==> config.mk <==
export PLATFORM = sky130hd
export DESIGN_NAME = sdram_burst_arbiter
export DESIGN_NICKNAME = d
export VERILOG_FILES = /design/src/rtl/sdram_burst_arbiter.sv
export SDC_FILE = /design/constraint.sdc
export NUM_CORES = 1
export LEC_CHECK = 0
export CAP_MARGIN = 20
export CORE_MARGIN = 2
export CORE_UTILIZATION = 40
export CTS_CLUSTER_DIAMETER = 60
export DETAILED_ROUTE_END_ITERATION = 8
export HOLD_SLACK_MARGIN = 0.05
export PLACE_DENSITY = 0.7
export SLEW_MARGIN = 20
export SYNTH_ARGS = -nofsm -noshare
export SYNTH_HDL_FRONTEND = slang
export SYNTH_SLANG_ARGS = --single-unit
export TNS_END_PERCENT = 50
==> constraint.sdc <==
create_clock -name CTRL_CLK -period 4.2 [get_ports CTRL_CLK]
set_clock_uncertainty 0.15 [all_clocks]
set_input_delay 0.63 -clock CTRL_CLK [delete_from_list [all_inputs] [get_ports CTRL_CLK]]
set_output_delay 0.63 -clock CTRL_CLK [all_outputs]
set_load 0.02 [all_outputs]
==> src/rtl/sdram_burst_arbiter.sv <==
// sdram_burst_arbiter: burst scheduler for the SDRAM controller.
// Arbitrates NUM_RD read-side and NUM_WR write-side FIFOs, keeps a wrapping
// burst address per port and issues one burst request at a time.
//
// Ports:
//   CTRL_CLK, RESET            clock, asynchronous active-high reset
//   WR_LOAD/BASE/MAX/LENGTH    per-port write config (packed, port 0 in LSBs)
//   WR_USEDW                   used words of each write FIFO
//   RD_LOAD/BASE/MAX/LENGTH    per-port read config (same shapes)
//   RD_USEDW                   used words of each read FIFO
//   BURST_DONE                 one-cycle end-of-burst pulse from the command layer
//   REQ_WR/REQ_RD              burst request level, held until BURST_DONE
//   REQ_ADDR/REQ_LENGTH        burst start address and length
//   WR_SEL/RD_SEL              one-hot granted port
//
// Build option: define SDRAM_ARB_ROUND_ROBIN_EN for round-robin grant over
// the combined index space (reads first, then writes); otherwise fixed
// priority, reads before writes, lowest index first.
module sdram_burst_arbiter #(
   parameter int unsigned ASIZE  = 22,
   parameter int unsigned LSIZE  = 10,
   parameter int unsigned USEDW  = 16,
   parameter int unsigned NUM_WR = 2,
   parameter int unsigned NUM_RD = 2
) (
   input  logic                    CTRL_CLK,
   input  logic                    RESET,
   input  logic [NUM_WR-1:0]       WR_LOAD,
   input  logic [NUM_WR*ASIZE-1:0] WR_BASE,
   input  logic [NUM_WR*ASIZE-1:0] WR_MAX,
   input  logic [NUM_WR*LSIZE-1:0] WR_LENGTH,
   input  logic [NUM_WR*USEDW-1:0] WR_USEDW,
   input  logic [NUM_RD-1:0]       RD_LOAD,
   input  logic [NUM_RD*ASIZE-1:0] RD_BASE,
   input  logic [NUM_RD*ASIZE-1:0] RD_MAX,
   input  logic [NUM_RD*LSIZE-1:0] RD_LENGTH,
   input  logic [NUM_RD*USEDW-1:0] RD_USEDW,
   input  logic                    BURST_DONE,
   output logic                    REQ_WR,
   output logic                    REQ_RD,
   output logic [ASIZE-1:0]        REQ_ADDR,
   output logic [LSIZE-1:0]        REQ_LENGTH,
   output logic [NUM_WR-1:0]       WR_SEL,
   output logic [NUM_RD-1:0]       RD_SEL
);

   localparam int unsigned NP = NUM_RD + NUM_WR;
   localparam int unsigned IW = $clog2(NP);
   localparam int unsigned CW = (USEDW > LSIZE) ? USEDW : LSIZE;
   localparam int unsigned AW = ASIZE + 1;

   typedef enum logic [1:0] {ST_INIT, ST_IDLE, ST_BUSY, ST_HOLD} state_e;

   state_e              state_q, state_d;
   logic [IW-1:0]       gnt_q, gnt_d;
   logic                req_wr_q, req_wr_d, req_rd_q, req_rd_d;
   logic [ASIZE-1:0]    req_addr_q, req_addr_d;
   logic [LSIZE-1:0]    req_len_q, req_len_d;
   logic [NP-1:0]       sel_q, sel_d;
   logic [NP*ASIZE-1:0] addr_q, addr_d;
`ifdef SDRAM_ARB_ROUND_ROBIN_EN
   logic [IW-1:0]       ptr_q, ptr_d;
`endif

   // Per-port views over the combined index space: reads 0..NUM_RD-1, then writes
   logic [ASIZE-1:0] base_a [NP];
   logic [ASIZE-1:0] max_a  [NP];
   logic [LSIZE-1:0] len_a  [NP];
   logic [ASIZE-1:0] addr_a [NP];
   logic [AW-1:0]    nxt_a  [NP];
   logic [ASIZE-1:0] adv_a  [NP];
   logic [NP-1:0]    load_v, elig_v;
   logic             found_c, adv_c, init_c;
   logic [IW-1:0]    pick_c;
   int unsigned      idx;

   genvar g;
   generate
      for (g = 0; g < NUM_RD; g++) begin : g_rd
         assign base_a[g] = RD_BASE[g*ASIZE +: ASIZE];
         assign max_a[g]  = RD_MAX[g*ASIZE +: ASIZE];
         assign len_a[g]  = RD_LENGTH[g*LSIZE +: LSIZE];
         assign load_v[g] = RD_LOAD[g];
         // Read FIFO has room for a whole burst
         assign elig_v[g] = (CW'(RD_USEDW[g*USEDW +: USEDW]) < CW'(RD_LENGTH[g*LSIZE +: LSIZE]))
                            && (RD_LENGTH[g*LSIZE +: LSIZE] != '0);
      end
      for (g = 0; g < NUM_WR; g++) begin : g_wr
         assign base_a[NUM_RD+g] = WR_BASE[g*ASIZE +: ASIZE];
         assign max_a[NUM_RD+g]  = WR_MAX[g*ASIZE +: ASIZE];
         assign len_a[NUM_RD+g]  = WR_LENGTH[g*LSIZE +: LSIZE];
         assign load_v[NUM_RD+g] = WR_LOAD[g];
         // Write FIFO holds a whole burst of data
         assign elig_v[NUM_RD+g] = (CW'(WR_USEDW[g*USEDW +: USEDW]) >= CW'(WR_LENGTH[g*LSIZE +: LSIZE]))
                                   && (WR_LENGTH[g*LSIZE +: LSIZE] != '0);
      end
      // Address update: INIT/LOAD reload BASE and win over a burst-end advance
      for (g = 0; g < NP; g++) begin : g_addr
         assign addr_a[g] = addr_q[g*ASIZE +: ASIZE];
         assign nxt_a[g]  = AW'(addr_a[g]) + AW'(len_a[g]);
         assign adv_a[g]  = (nxt_a[g] < AW'(max_a[g])) ? nxt_a[g][ASIZE-1:0] : base_a[g];
         assign addr_d[g*ASIZE +: ASIZE] = (init_c || load_v[g]) ? base_a[g] :
                                           (adv_c && (gnt_q == IW'(g))) ? adv_a[g] : addr_a[g];
      end
   endgenerate

   assign init_c = (state_q == ST_INIT);

   // Grant search: first eligible index starting at the pointer (or at 0)
   always_comb begin
      found_c = 1'b0;
      pick_c  = '0;
      idx     = 0;
      for (int unsigned k = 0; k < NP; k++) begin
`ifdef SDRAM_ARB_ROUND_ROBIN_EN
         idx = 32'(ptr_q) + k;
         if (idx >= NP) idx = idx - NP;
`else
         idx = k;
`endif
         if (!found_c && elig_v[IW'(idx)]) begin
            found_c = 1'b1;
            pick_c  = IW'(idx);
         end
      end
   end

   // Next-state and registered-output logic
   always_comb begin
      state_d    = state_q;
      gnt_d      = gnt_q;
      req_wr_d   = req_wr_q;
      req_rd_d   = req_rd_q;
      req_addr_d = req_addr_q;
      req_len_d  = req_len_q;
      sel_d      = sel_q;
      adv_c      = 1'b0;
`ifdef SDRAM_ARB_ROUND_ROBIN_EN
      ptr_d      = ptr_q;
`endif
      case (state_q)
         ST_INIT: state_d = ST_IDLE;
         ST_IDLE: begin
            if (!(|load_v) && found_c) begin
               state_d    = ST_BUSY;
               gnt_d      = pick_c;
               req_addr_d = addr_a[pick_c];
               req_len_d  = len_a[pick_c];
               sel_d      = NP'(1) << pick_c;
               req_rd_d   = (32'(pick_c) < NUM_RD);
               req_wr_d   = (32'(pick_c) >= NUM_RD);
`ifdef SDRAM_ARB_ROUND_ROBIN_EN
               ptr_d      = (32'(pick_c) + 1 >= NP) ? '0 : pick_c + IW'(1);
`endif
            end
         end
         ST_BUSY: begin
            if (BURST_DONE) begin
               state_d    = ST_HOLD;
               adv_c      = 1'b1;
               req_wr_d   = 1'b0;
               req_rd_d   = 1'b0;
               req_addr_d = '0;
               req_len_d  = '0;
               sel_d      = '0;
            end
         end
         ST_HOLD: state_d = ST_IDLE;
         default: state_d = ST_INIT;
      endcase
   end

   always_ff @(posedge CTRL_CLK or posedge RESET) begin
      if (RESET) begin
         state_q    <= ST_INIT;
         gnt_q      <= '0;
         req_wr_q   <= 1'b0;
         req_rd_q   <= 1'b0;
         req_addr_q <= '0;
         req_len_q  <= '0;
         sel_q      <= '0;
         addr_q     <= '0;
`ifdef SDRAM_ARB_ROUND_ROBIN_EN
         ptr_q      <= '0;
`endif
      end else begin
         state_q    <= state_d;
         gnt_q      <= gnt_d;
         req_wr_q   <= req_wr_d;
         req_rd_q   <= req_rd_d;
         req_addr_q <= req_addr_d;
         req_len_q  <= req_len_d;
         sel_q      <= sel_d;
         addr_q     <= addr_d;
`ifdef SDRAM_ARB_ROUND_ROBIN_EN
         ptr_q      <= ptr_d;
`endif
      end
   end

   assign REQ_WR     = req_wr_q;
   assign REQ_RD     = req_rd_q;
   assign REQ_ADDR   = req_addr_q;
   assign REQ_LENGTH = req_len_q;
   assign RD_SEL     = sel_q[NUM_RD-1:0];
   assign WR_SEL     = sel_q[NP-1:NUM_RD];

endmodule
---- Yosys cells after proc, flatten, opt, wreduce, memory -nomap -nowiden ----
Cells that the tools add are included.
word-level totals
  input port bits ......................... 287
  register bits ........................... 130
  logic and storage cells ................. 116
operators by class
  multiplexer cells ....................... 44
  shifts and indexed selects .............. 1
  equality and inequality tests ........... 8
  reductions and logical operators ........ 36
  $lt $le $gt $ge ......................... 11
  add/sub/neg operators ................... 4
  bitwise logic cells ..................... 1
operator list
  cell                                                             number
  22-bit two-way mux                                               16
  22-bit by 10-bit adder with 23-bit output                        4
  23-bit by 22-bit less-than comparator with 1-bit output          4
  22-bit binary-select mux with 2-bit select                       1
  22-bit one-hot mux with 2 select lines                           1
  10-bit two-way mux                                               4
  10-bit nonzero test                                              4
  16-bit by 10-bit greater-or-equal comparator with 1-bit output   2
  16-bit by 10-bit less-than comparator with 1-bit output          2
  10-bit binary-select mux with 2-bit select                       1
  10-bit one-hot mux with 2 select lines                           1
  1-bit logical AND                                                12
  1-bit two-way mux                                                10
  2-bit nonzero test                                               5
  2-bit == test, second input constant                             4
  2-bit two-way mux                                                4
  4-bit two-way mux                                                2
  4-bit one-hot mux with 2 select lines                            1
  2-bit one-hot mux with 3 select lines                            1
  2-bit by 1-bit == test with 1-bit output, second input constant  2
  1-bit logical NOT                                                4
  2-bit logical NOT                                                2
  1-bit logical OR                                                 4
  2-bit != test, second input constant                             2
  10 further kinds                                                 12

---- Depth between registers and ports, before layout ----
Gate-level depths: netlist (run 1).
  word-level depth ........................ 18
  depth in mapped cells ................... 22
  gate-level depth less buffers ........... 20

---- Worst setup path after synthesis (run 1) ----
No wires, ideal clock.
  path type ............................... in2reg
  start ................................... in WR_LENGTH[0]
  end ..................................... reg addr_q[59]
  cell stages on the path ................. 19
  arrival ................................. 4184 ps
  path slack .............................. -255 ps
  path through ............................ ha_1 > inv_1 > fa_1 > inv_1 > a21o_1 > a211o_1 > a41oi_4 > nor2_1 > nand3_1 > xnor2_1 > ha_1 > a211o_1 > a221oi_1 > inv_1 > o221ai_1 > o311a_1 > buf_4 > mux2_1 > o22a_1
on the way
  word-level cells in the longest chain between the ends .. 5
RTL lines
  what                                                     RTL line  text
  from (decl)                                              31        input logic [NUM_WR*LSIZE-1:0] WR_LENGTH,
  22-bit by 10-bit adder with 23-bit output (*)            100       assign nxt_a[g] = AW'(addr_a[g]) + AW'(len_a[g]);
  23-bit by 22-bit less-than comparator with 1-bit output  101       assign adv_a[g] = (nxt_a[g] < AW'(max_a[g])) ? nxt_a[g][ASIZE-1:0] : base_a[g];
  22-bit two-way mux (*)                                   101
  22-bit two-way mux (*)                                   103       (adv_c && (gnt_q == IW'(g))) ? adv_a[g] : addr_a[g];
  22-bit two-way mux (*)                                   102       assign addr_d[g*ASIZE +: ASIZE] = (init_c || load_v[g]) ? base_a[g] :
  to (signal assigned)                                     194       addr_q <= addr_d;
  to (decl)                                                60        logic [NP*ASIZE-1:0] addr_q, addr_d;
Mark *: on every way between the ends. The rest lies on a longest branch, timed or not. The select of a mux whose other input is x is not followed.
A chain may end at the register's enable or synchronous reset.

---- Final worst setup path (run 1) ----
  start ................................... in RD_LENGTH[7]
  end ..................................... reg addr_q[0]
on the way
  word-level cells in the longest chain between the ends .. 5
RTL lines
  what                                                     RTL line  text
  from (decl)                                              36        input logic [NUM_RD*LSIZE-1:0] RD_LENGTH,
  22-bit by 10-bit adder with 23-bit output                100
  23-bit by 22-bit less-than comparator with 1-bit output  101
  22-bit two-way mux                                       101
  22-bit two-way mux                                       103
  22-bit two-way mux                                       102
No other way between the ends. The select of a mux whose other input is x is not followed.

==> results of run 1 <==
[timing repair]
item	4_1_cts	5_1_grt
gates cloned	6	5
buffers inserted	25	6
hold buffers	0	0
setup endpoints to repair	88	87
pin swaps	75	50
gates resized for setup	144	62
[registers in the layout, indices dropped and copies added (netlist names)]
signal	flops
addr_q	88
REQ_ADDR	22
REQ_LENGTH	10
sel_q	4
gnt_q	2
state_q	2
REQ_RD	1
REQ_WR	1
[cells by family (layout without fill, tap and decap cells)]
family | after synthesis | count (layout) | share of synthesized area (%)
buffers and inverters | 219 | 786 | 7.332
xor gates and xnor gates | 73 | 73 | 4.976
and+or+nand+nor | 406 | 406 | 15.20
DFF | 130 | 130 | 25.32
muxes | 94 | 94 | 7.527
AOI/OAI and AO/OA | 462 | 462 | 22.96
adders and majority gates | 169 | 169 | 16.69
other | 0 | 1 | 0
[metal layers]
layer	GRT usage [%]	wire length (um)	share of wire [%]
met1	35.56	20350	42
met2	49.42	23550	49
met5	0	0	0
met4	9.024	1354	2.8
met3	4.309	3082	6.4
[worst reg2reg max path, cell delays in order, from the launching register on]
cell and delay [ns]:
dfrtp_1 0.42, ha_4 0.28, a211o_1 0.11, o211ai_1 0.12, a211oi_2 0.28, a211oi_2 0.13
o21bai_1 0.24, nand4_1 0.24, nor2_2 0.20, xor2_1 0.20, ha_1 0.30, a2111oi_4 0.35
o31a_1 0.21, o21ai_2 0.07, a211oi_4 0.22, buf_6 0.18, buf_12 0.14, mux2i_1 0.21
o21ai_0 0.11
[Yosys cell counts, drive strengths merged, types with 10 or more instances]
| library cell | count |
|---|---|
| ha | 165 |
| inv | 157 |
| o21ai | 151 |
| nand2 | 147 |
| dfrtp | 130 |
| a21oi | 115 |
| nor2 | 82 |
| mux2i | 73 |
| xnor2 | 59 |
| nand3 | 41 |
| a22oi | 36 |
| clkbuf | 32 |
| buf | 29 |
| a21o | 28 |
| nand4 | 24 |
| and3 | 23 |
| mux2 | 21 |
| nor3 | 21 |
| o21a | 19 |
| a211oi | 17 |
| o22ai | 14 |
| xor2 | 14 |
| nor4 | 12 |
| and2 | 11 |
| a211o | 10 |
| and4 | 10 |
| o21bai | 10 |
[stage by stage]
| stage | cell area (um^2) | total power [uW] | setup WS (ns) | instances | setup TNS [ns] |
|---|---|---|---|---|---|
| 6_report | 19820 | 10460 | -0.1707 | 2523 | -4.130 |
| 4_1_cts | 19470 | 10090 | -0.1708 | 2512 | -3.382 |
| 3_3_place_gp | 18250 | 7865 | -1.027 | 2450 | -68.76 |
| 2_1_floorplan | 12980 | 5686 | -0.01235 | 1553 | -0.04874 |
| 3_5_place_dp | 18250 | 8061 | -1.007 | 2450 | -77.54 |
| 5_1_grt | 19820 | 11190 | -0.3072 | 2522 | -17.71 |
[final cells by class]
cell class | count | area [um^2]
Fill cell | 2613 | 11730
Multi-Input combinational cell | 1204 | 9273
Timing Repair Buffer | 597 | 5620
Sequential cell | 130 | 3253
Inverter | 158 | 601.8
Tap cell | 402 | 503.0
Clock buffer | 24 | 491.7
Clock inverter | 7 | 76.32
Antenna cell | 1 | 2.502
[cell usage in the layout (no fill, tap or decap), drive strengths merged, types with 11 or more instances in the layout]
cell type,instances
a22oi,36
and3,23
dlygate4sd2,20
inv,156
mux2,21
nand4,24
o21ai,151
mux2i,73
a21o,28
clkdlybuf4s50,296
xor2,14
nor3,21
o21a,19
and2,11
a21oi,115
clkbuf,29
ha,165
nand2,147
dfrtp,130
nand3,41
a211oi,17
nor4,12
o22ai,14
nor2,82
buf,268
xnor2,59
[how the worst max path moves through the flow]
stage               cells after the start                      to
global placement                       20  addr_q[19]$_DFFE_PP0P_
floorplan                              19  addr_q[59]$_DFFE_PP0P_
detailed placement                     20  addr_q[32]$_DFFE_PP0P_
CTS                                    19   addr_q[7]$_DFFE_PP0P_
global route                           21  addr_q[10]$_DFFE_PP0P_
finish                                 18   addr_q[0]$_DFFE_PP0P_
[power by group through the flow]
| stage | Sequential [uW] | Combinational, uW | Clock [uW] |
|---|---|---|---|
| floorplan | 2100 | 3590 | 0 |
| global placement | 2170 | 5690 | 0 |
| detailed placement | 2200 | 5860 | 0 |
| CTS | 2190 | 6420 | 1470 |
| global route | 2270 | 7390 | 1530 |
| finish | 2210 | 6800 | 1450 |
==> flow_summary.json, run 1 <==
{
  "synthesis.area_um2": 12850,
  "grt_overflow": 0,
  "p_switching_uw": 4405,
  "cp_top_family": "compound AO/OA/AOI/OAI gates",
  "drc": 0,
  "tightest_slew_ns": 1.153,
  "start_util_pct": 40.72,
  "crit_arrival_ns": 4.50,
  "drt_iter0_drc": 1067,
  "fin_nets": 2564,
  "setup.worst_path.start": "RD_LENGTH[7]",
  "ys_types": 78,
  "max_slew_margin_pct": 23.15,
  "async_flop_share_pct": 100.0,
  "synth_top_area_cell": "dfrtp_1",
  "max_freq_ghz": 0.2288,
  "final_antenna_net_count": 0,
  "core-area_um2": 31560,
  "violations": "setup timing",
  "hpwlAfterDp_mm": 38.16,
  "io_buffers": 324,
  "area.growth.synth_to_final_pct": 54.26,
  "period_minus_slack_ns": 4.371,
  "vdd_ir_drop_max_mv": 0.3142,
  "syn_avg_cell_area_um2": 8.274,
  "syn_nets": 2009,
  "drive_above_1_share_pct": 21.65,
  "worstHoldPathCells": 2,
  "cp-start-kind": "input pin",
  "hold_viol": 0,
  "holdCritStartpoint": "sel_q[0]$_DFFE_PP0P_",
  "swShare_pct": 42.12,
  "cts_made_buffers": 17,
  "critPathKind": "in2reg",
  "synth_area_leaders": "dfrtp_1, ha_1, mux2i_1, o21ai_0, inv_1",
  "hp-class": "reg2reg",
  "antenna_found_initial": 1,
  "path_buf_inv": 3,
  "gp_routability_congestion": 0.9463,
  "p_seq_share_pct": 21.1,
  "path_clk_slew_ns": 0.06,
  "rrSetupSlack_ns": -0.11,
  "root_buffer": "clkbuf_16",
  "worstPathCellList": "clkdlybuf4s50_1 > ha_1 > a21o_1 > or3_4 > o211ai_2 > nand2_2 > nand3_2 > xnor2_1 > ha_1 > a21o_1 > a2111oi_4 > o31a_1 > o21ai_2 > a211oi_4 > buf_6 > buf_12 > mux2i_1 > o21ai_0",
  "rsz0062_at_grt": "yes",
  "first_pass_iters": 5,
  "required_ns": 4.33,
  "grt_max_degree": 66,
  "die_y_um": 183.2,
  "post_drt_via_cell_ratio": 5.540,
  "synth_edf_count": 0,
  "cp_slowest_cell": "clkdlybuf4s50_1",
  "holdWs_ns": 0.3321,
  "final_util_pct": 62.82,
  "io_pins": 325,
  "die_area_um2": 33580,
  "routedWlPerCell_um": 19.16,
  "finalSetupViolations": 55,
  "yosysWarnings": 0,
  "cts_max_level": 4,
  "grt.total_usage_pct": 28.20,
  "clockBufferDepth": 2,
  "fin_ws_ns": -0.1707,
  "vias": 13977,
  "cts_tree": "yes",
  "clock-sinks": 130,
  "period_share_pct": 104.1,
  "insertion_delay_ns": 0.43,
  "grt_pass1_wl_mm": 73.53,
  "rr_worst_depth": 18,
  "grt_pass1_vias": 13978,
  "num_rows": 65,
  "hold_end": "sel_q[0]$_DFFE_PP0P_",
  "cellLeakagePower_uw": 0.009187,
  "synth-seq-area-share_pct": 25.32,
  "r2r_end": "addr_q[0]$_DFFE_PP0P_",
  "clkPwrFrac_pct": 13.9,
  "p_int_uw": 6054,
  "crit-reg2reg-launch": "addr_q[1]$_DFFE_PP0P_",
  "wl_mm": 48.34,
  "critPathCaptureType": "register",
  "synth_top_area_share_pct": 25.32,
  "maxCapViolations": 0,
  "synth_ff_type": "dfrtp_1",
  "cp_slowest_stage_delay_ns": 0.43,
  "power_density_nw_per_um2": 527.7,
  "p_comb_share_pct": 65.0,
  "syn_inst": 1553,
  "die_w_um": 183.2,
  "slew_violations": 0,
  "path_max_fanout": 5,
  "status": "finished, violations left",
  "ys_seq_elements": 130
}
(Power assumes the default switching activity.)
==> run 2: changes to the inputs <==
- PLACE_DENSITY: 0.7 -> 0.67
- SKIP_CTS_REPAIR_TIMING: default -> 1
- clock period: 4.2 -> 4.05 ns (I/O delays scaled with it)
==> run 2 against run 1 <==
Compared with the run above: the run still ends with setup timing left; via count is 0.64% lower; non-clock buffer count rose by 8; sequential power grew 4%; critical path depth is 2 higher; clock power increased by 8%; sequential share of layout area shrank 0.33 points; wire length up 0.56%; design area grew 2.1%; global-route usage shrank 0.91 points; setup slack worse by 0.19 ns; register-to-register slack got worse by 0.21 ns; critical path type unchanged.
==> flow_summary.json, run 2 (same netlist as run 1, synthesis figures left out) <==
{
  "status": "finished, violations left",
  "violations": "setup timing",
  "max_freq_ghz": 0.2270,
  "r2r_end": "addr_q[33]$_DFFE_PP0P_",
  "fill_cells": 2614,
  "area.growth.synth_to_final_pct": 57.44,
  "top_register": "addr_q",
  "grt_overflow": 0,
  "path_clk_slew_ns": 0.06,
  "mostFrequentLayoutCell": "clkdlybuf4s50_1",
  "drt_iter0_drc": 995,
  "grt_pass1_wl_mm": 71.15,
  "hold_end": "sel_q[0]$_DFFE_PP0P_",
  "start_util_pct": 40.72,
  "period_share_pct": 108.8,
  "die_y_um": 183.2,
  "cp_slowest_cell": "clkdlybuf4s50_1",
  "crit-reg2reg-launch": "addr_q[23]$_DFFE_PP0P_",
  "hp-class": "reg2reg",
  "rr_worst_depth": 20,
  "largest_register_ffs": 88,
  "post_drt_via_cell_ratio": 5.487,
  "io_pins": 325,
  "routedWlPerCell_um": 19.20,
  "antenna_found_initial": 0,
  "hold_viol": 0,
  "path_buf_inv": 5,
  "cts_tree": "yes",
  "path_max_fanout": 7,
  "cts_max_level": 4,
  "grt_pass1_vias": 13467,
  "num_rows": 65,
  "max_slew_margin_pct": 43.10,
  "required_ns": 4.21,
  "holdCritStartpoint": "sel_q[0]$_DFFE_PP0P_",
  "critPathKind": "in2reg",
  "root_buffer": "clkbuf_16",
  "vdd_ir_drop_max_mv": 0.3049,
  "rsz0062_at_grt": "yes",
  "crit_arrival_ns": 4.57,
  "antenna_cells": 0,
  "final_antenna_net_count": 0,
  "gp_routability_congestion": 0.9402,
  "finalSetupViolations": 87,
  "drc": 0,
  "grt_max_degree": 54,
  "rrSetupSlack_ns": -0.32,
  "worstPathCellList": "clkdlybuf4s50_1 > ha_4 > nor3_1 > nor3_4 > a211oi_2 > buf_4 > xnor2_1 > ha_1 > nand2_1 > nor2_1 > a211oi_1 > o31a_1 > a31oi_1 > a211oi_4 > buf_6 > buf_6 > buf_6 > nand2_2 > o22ai_2 > a21oi_2",
  "tightest_slew_ns": 0.8508,
  "critPathCaptureType": "register",
  "core-area_um2": 31560,
  "cp_slowest_stage_delay_ns": 0.56,
  "drive_above_1_share_pct": 23.25,
  "cpMostUsedCell": "buf_6",
  "final_cell_mix": "clkdlybuf4s50_1, buf_4, inv_1",
  "maxCapViolations": 0,
  "first_pass_iters": 5,
  "die_w_um": 183.2,
  "worst-path-stages": 20,
  "wl_mm": 48.61,
  "slew_violations": 0,
  "power_density_nw_per_um2": 542.0,
  "period_minus_slack_ns": 4.406,
  "grt.total_usage_pct": 27.29,
  "insertion_delay_ns": 0.44,
  "clock-sinks": 130,
  "vias": 13888,
  "cts_made_buffers": 17,
  "cellLeakagePower_uw": 0.009482,
  "io_buffers": 324,
  "fin_ws_ns": -0.3560,
  "hpwlAfterDp_mm": 38.40,
  "fin_nets": 2572,
  "worstHoldPathCells": 2,
  "clockBufferDepth": 2,
  "tns_ns": -17.10,
  "die_area_um2": 33580,
  "cp-start-kind": "input pin",
  "dp.cells": 2457,
  "cp_top_family": "compound AO/OA/AOI/OAI gates",
  "final_cells": 2531
}
## run 2: cell type report
class / instances / area (um^2) / share of cell area (%)
Sequential cell: 130 / 3253 / 16.08
Clock inverter: 10 / 98.84 / 0.4886
Inverter: 158 / 596.8 / 2.950
Tap cell: 402 / 503.0 / 2.486
Multi-Input combinational cell: 1204 / 9525 / 47.08
Timing Repair Buffer: 605 / 5769 / 28.52
Clock buffer: 22 / 484.2 / 2.393
## run 2: layer usage
layer | global-route usage [%] | share of wire [%] | vias up
li1 | - | - | 6728
met1 | 35.01 | 43 | 6544
met2 | 47.14 | 48 | 523
met3 | 3.952 | 6.0 | 93
met4 | 8.992 | 3.1 | 0
met5 | 0 | 0 | -
## run 2: worst min-delay path: stages (launching register included)
cell and delay [ns]:
dfrtp_1 0.35, nand2_1 0.05, o21ai_0 0.06
## run 2: worst max-delay path by stage
stage | start | end
3_5_place_dp | RD_LENGTH[1] | addr_q[8]$_DFFE_PP0P_
2_1_floorplan | WR_LENGTH[0] | addr_q[59]$_DFFE_PP0P_
6_report | RD_LENGTH[14] | addr_q[33]$_DFFE_PP0P_
5_1_grt | addr_q[22]$_DFFE_PP0P_ | addr_q[42]$_DFFE_PP0P_
4_1_cts | RD_LENGTH[1] | addr_q[8]$_DFFE_PP0P_
3_3_place_gp | WR_LENGTH[1] | addr_q[59]$_DFFE_PP0P_
## run 2: per-stage QoR
| stage | instance area, um^2 | total power (uW) | setup slack, ns | hold slack [ns] | utilization (%) |
|---|---|---|---|---|---|
| floorplan | 13070 | 5968 | -0.1444 | 0.3199 | - |
| global placement | 18360 | 8189 | -0.9503 | 0.3145 | 58.19 |
| detailed placement | 18360 | 8379 | -1.016 | 0.3234 | 58.19 |
| CTS | 18940 | 9971 | -0.5839 | 0.3368 | 60.04 |
| global route | 20230 | 11750 | -0.5678 | 0.3736 | 64.11 |
| finish | 20230 | 10970 | -0.3560 | 0.3450 | 64.11 |
## run 2: power by group
part | leakage, uW | internal, uW | switching (uW) | total, uW
clock network | 0.000283 | 915 | 641 | 1560
registers | 0.00160 | 1730 | 562 | 2290
logic | 0.00760 | 3660 | 3460 | 7120
total | 0.00948 | 6310 | 4660 | 11000
==> run 3: changes to the inputs <==
- CTS_BUF_LIST: default -> sky130_fd_sc_hd__clkbuf_4
==> run 3 against run 2 <==
Compared with the run above: the run still ends with setup timing left; critical endpoint is now addr_q[29]$_DFFE_PP0P_; via count grew 0.45%; count of clock-buffer cells in the layout decreased by 4; first-iteration DRC count is 4.8% lower.
==> flow_summary.json, run 3 (same netlist as run 1, synthesis figures left out) <==
{
  "vias": 13951,
  "tightest_slew_ns": 0.8524,
  "path_clk_slew_ns": 0.13,
  "slew_violations": 0,
  "path_max_fanout": 7,
  "worstPathCellList": "clkdlybuf4s50_1 > ha_1 > a21o_1 > or3_1 > o21ai_2 > o21bai_1 > a21oi_2 > nor2_1 > xor2_1 > ha_1 > a21o_1 > a21o_1 > a21oi_2 > o31a_1 > o21ai_2 > a211oi_4 > buf_4 > buf_12 > mux2i_4 > o21ai_1",
  "top_register": "addr_q",
  "gp_routability_congestion": 0.9402,
  "status": "finished, violations left",
  "io_buffers": 324,
  "drc": 0,
  "fin_nets": 2572,
  "period_share_pct": 108.2,
  "core-area_um2": 31560,
  "grt_overflow": 0,
  "cp-start-kind": "input pin",
  "grt.total_usage_pct": 27.07,
  "wl_mm": 48.54,
  "path_buf_inv": 3,
  "first_pass_iters": 5,
  "cellLeakagePower_uw": 0.009209,
  "final_cells": 2532,
  "final_util_pct": 62.66,
  "maxCapViolations": 0,
  "vdd_ir_drop_max_mv": 0.2638,
  "crit_arrival_ns": 4.70,
  "root_buffer": "clkbuf_4",
  "drive_above_1_share_pct": 22.69,
  "post_drt_via_cell_ratio": 5.510,
  "insertion_delay_ns": 0.58,
  "rsz0062_at_grt": "yes",
  "max_slew_margin_pct": 42.99,
  "critPathCaptureType": "register",
  "cp_top_family": "compound AO/OA/AOI/OAI gates",
  "hpwlAfterDp_mm": 38.40,
  "period_minus_slack_ns": 4.383,
  "cts_max_level": 4,
  "final_cell_mix": "clkdlybuf4s50_1, buf_4, ha_1",
  "largest_register_ffs": 88,
  "die_y_um": 183.2,
  "hp-class": "in2async",
  "place_ws_ns": -1.016,
  "grt_max_degree": 54,
  "drt_iter0_drc": 947,
  "power_density_nw_per_um2": 516.7,
  "die_area_um2": 33580,
  "area.growth.synth_to_final_pct": 53.89,
  "clock-sinks": 130,
  "mostFrequentLayoutCell": "clkdlybuf4s50_1",
  "finalSetupViolations": 87,
  "fin_total_pwr_uw": 10220,
  "dp.cells": 2457,
  "critPathKind": "in2reg",
  "final_antenna_net_count": 0,
  "routedWlPerCell_um": 19.17,
  "cp_slowest_cell": "clkdlybuf4s50_1",
  "tns_ns": -20.62,
  "grt_pass1_wl_mm": 70.75,
  "max_freq_ghz": 0.2282,
  "start_util_pct": 40.72,
  "required_ns": 4.37,
  "cp_slowest_stage_delay_ns": 0.45,
  "violations": "setup timing",
  "hold_viol": 0,
  "antenna_found_initial": 1,
  "die_w_um": 183.2,
  "io_pins": 325,
  "cts_made_buffers": 17,
  "cts_tree": "yes",
  "cpMostUsedCell": "a21o_1",
  "fill_cells": 2685,
  "clockBufferDepth": 2,
  "num_rows": 65,
  "grt_pass1_vias": 13427,
  "fin_ws_ns": -0.3328
}
-- run 3: report_power, final --
group	total, uW	leakage (uW)	switching, uW	internal, uW
registers	2280	0.00160	553	1720
logic	7070	0.00748	3450	3620
clock network	867	0.000133	561	306
total	10200	0.00921	4570	5650
-- run 3: cell type report --
class | instances | area [um^2] | area share [%]
inverters | 158 | 596.8 | 3.018
multi-input cells | 1204 | 9438 | 47.73
well taps | 402 | 503.0 | 2.544
repair buffers | 605 | 5732 | 28.99
clock inverters | 14 | 113.9 | 0.5758
clock buffers | 18 | 135.1 | 0.6834
diodes | 1 | 2.502 | 0.01266
flip-flops and latches | 130 | 3253 | 16.45
-- run 3: metal layers --
| metal | wire length, um | global-route usage, % | vias to the layer above |
|---|---|---|---|
| li1 | - | - | 6732 |
| met1 | 20560 | 34.87 | 6545 |
| met2 | 23310 | 46.74 | 580 |
| met3 | 3165 | 3.991 | 94 |
| met4 | 1507 | 8.512 | 0 |
| met5 | 0 | 0 | - |
-- run 3: final timing paths --
| path | start | to | slack (ns) | cells after the start |
|---|---|---|---|---|
| hold / removal | RESET | REQ_LENGTH[7]$_DFFE_PP0P_ | 0.35 | 2 |
| min in group CTRL_CLK | sel_q[0]$_DFFE_PP0P_ | sel_q[0]$_DFFE_PP0P_ | 0.35 | 2 |
| max in group asynchronous | RESET | addr_q[4]$_DFFE_PP0P_ | 2.63 | 3 |
| hold reg to reg | sel_q[0]$_DFFE_PP0P_ | sel_q[0]$_DFFE_PP0P_ | 0.35 | 2 |
| setup / recovery | RD_LENGTH[17] | addr_q[29]$_DFFE_PP0P_ | -0.33 | 20 |
| setup reg to reg | addr_q[66]$_DFFE_PP0P_ | addr_q[73]$_DFFE_PP0P_ | -0.29 | 19 |
-- run 3: through the flow --
stage	hold WS (ns)	area (um^2)
5_1_grt	0.3895	19770
6_report	0.3470	19770
4_1_cts	0.3517	18610
2_1_floorplan	0.3199	13070
3_5_place_dp	0.3234	18360
3_3_place_gp	0.3145	18360
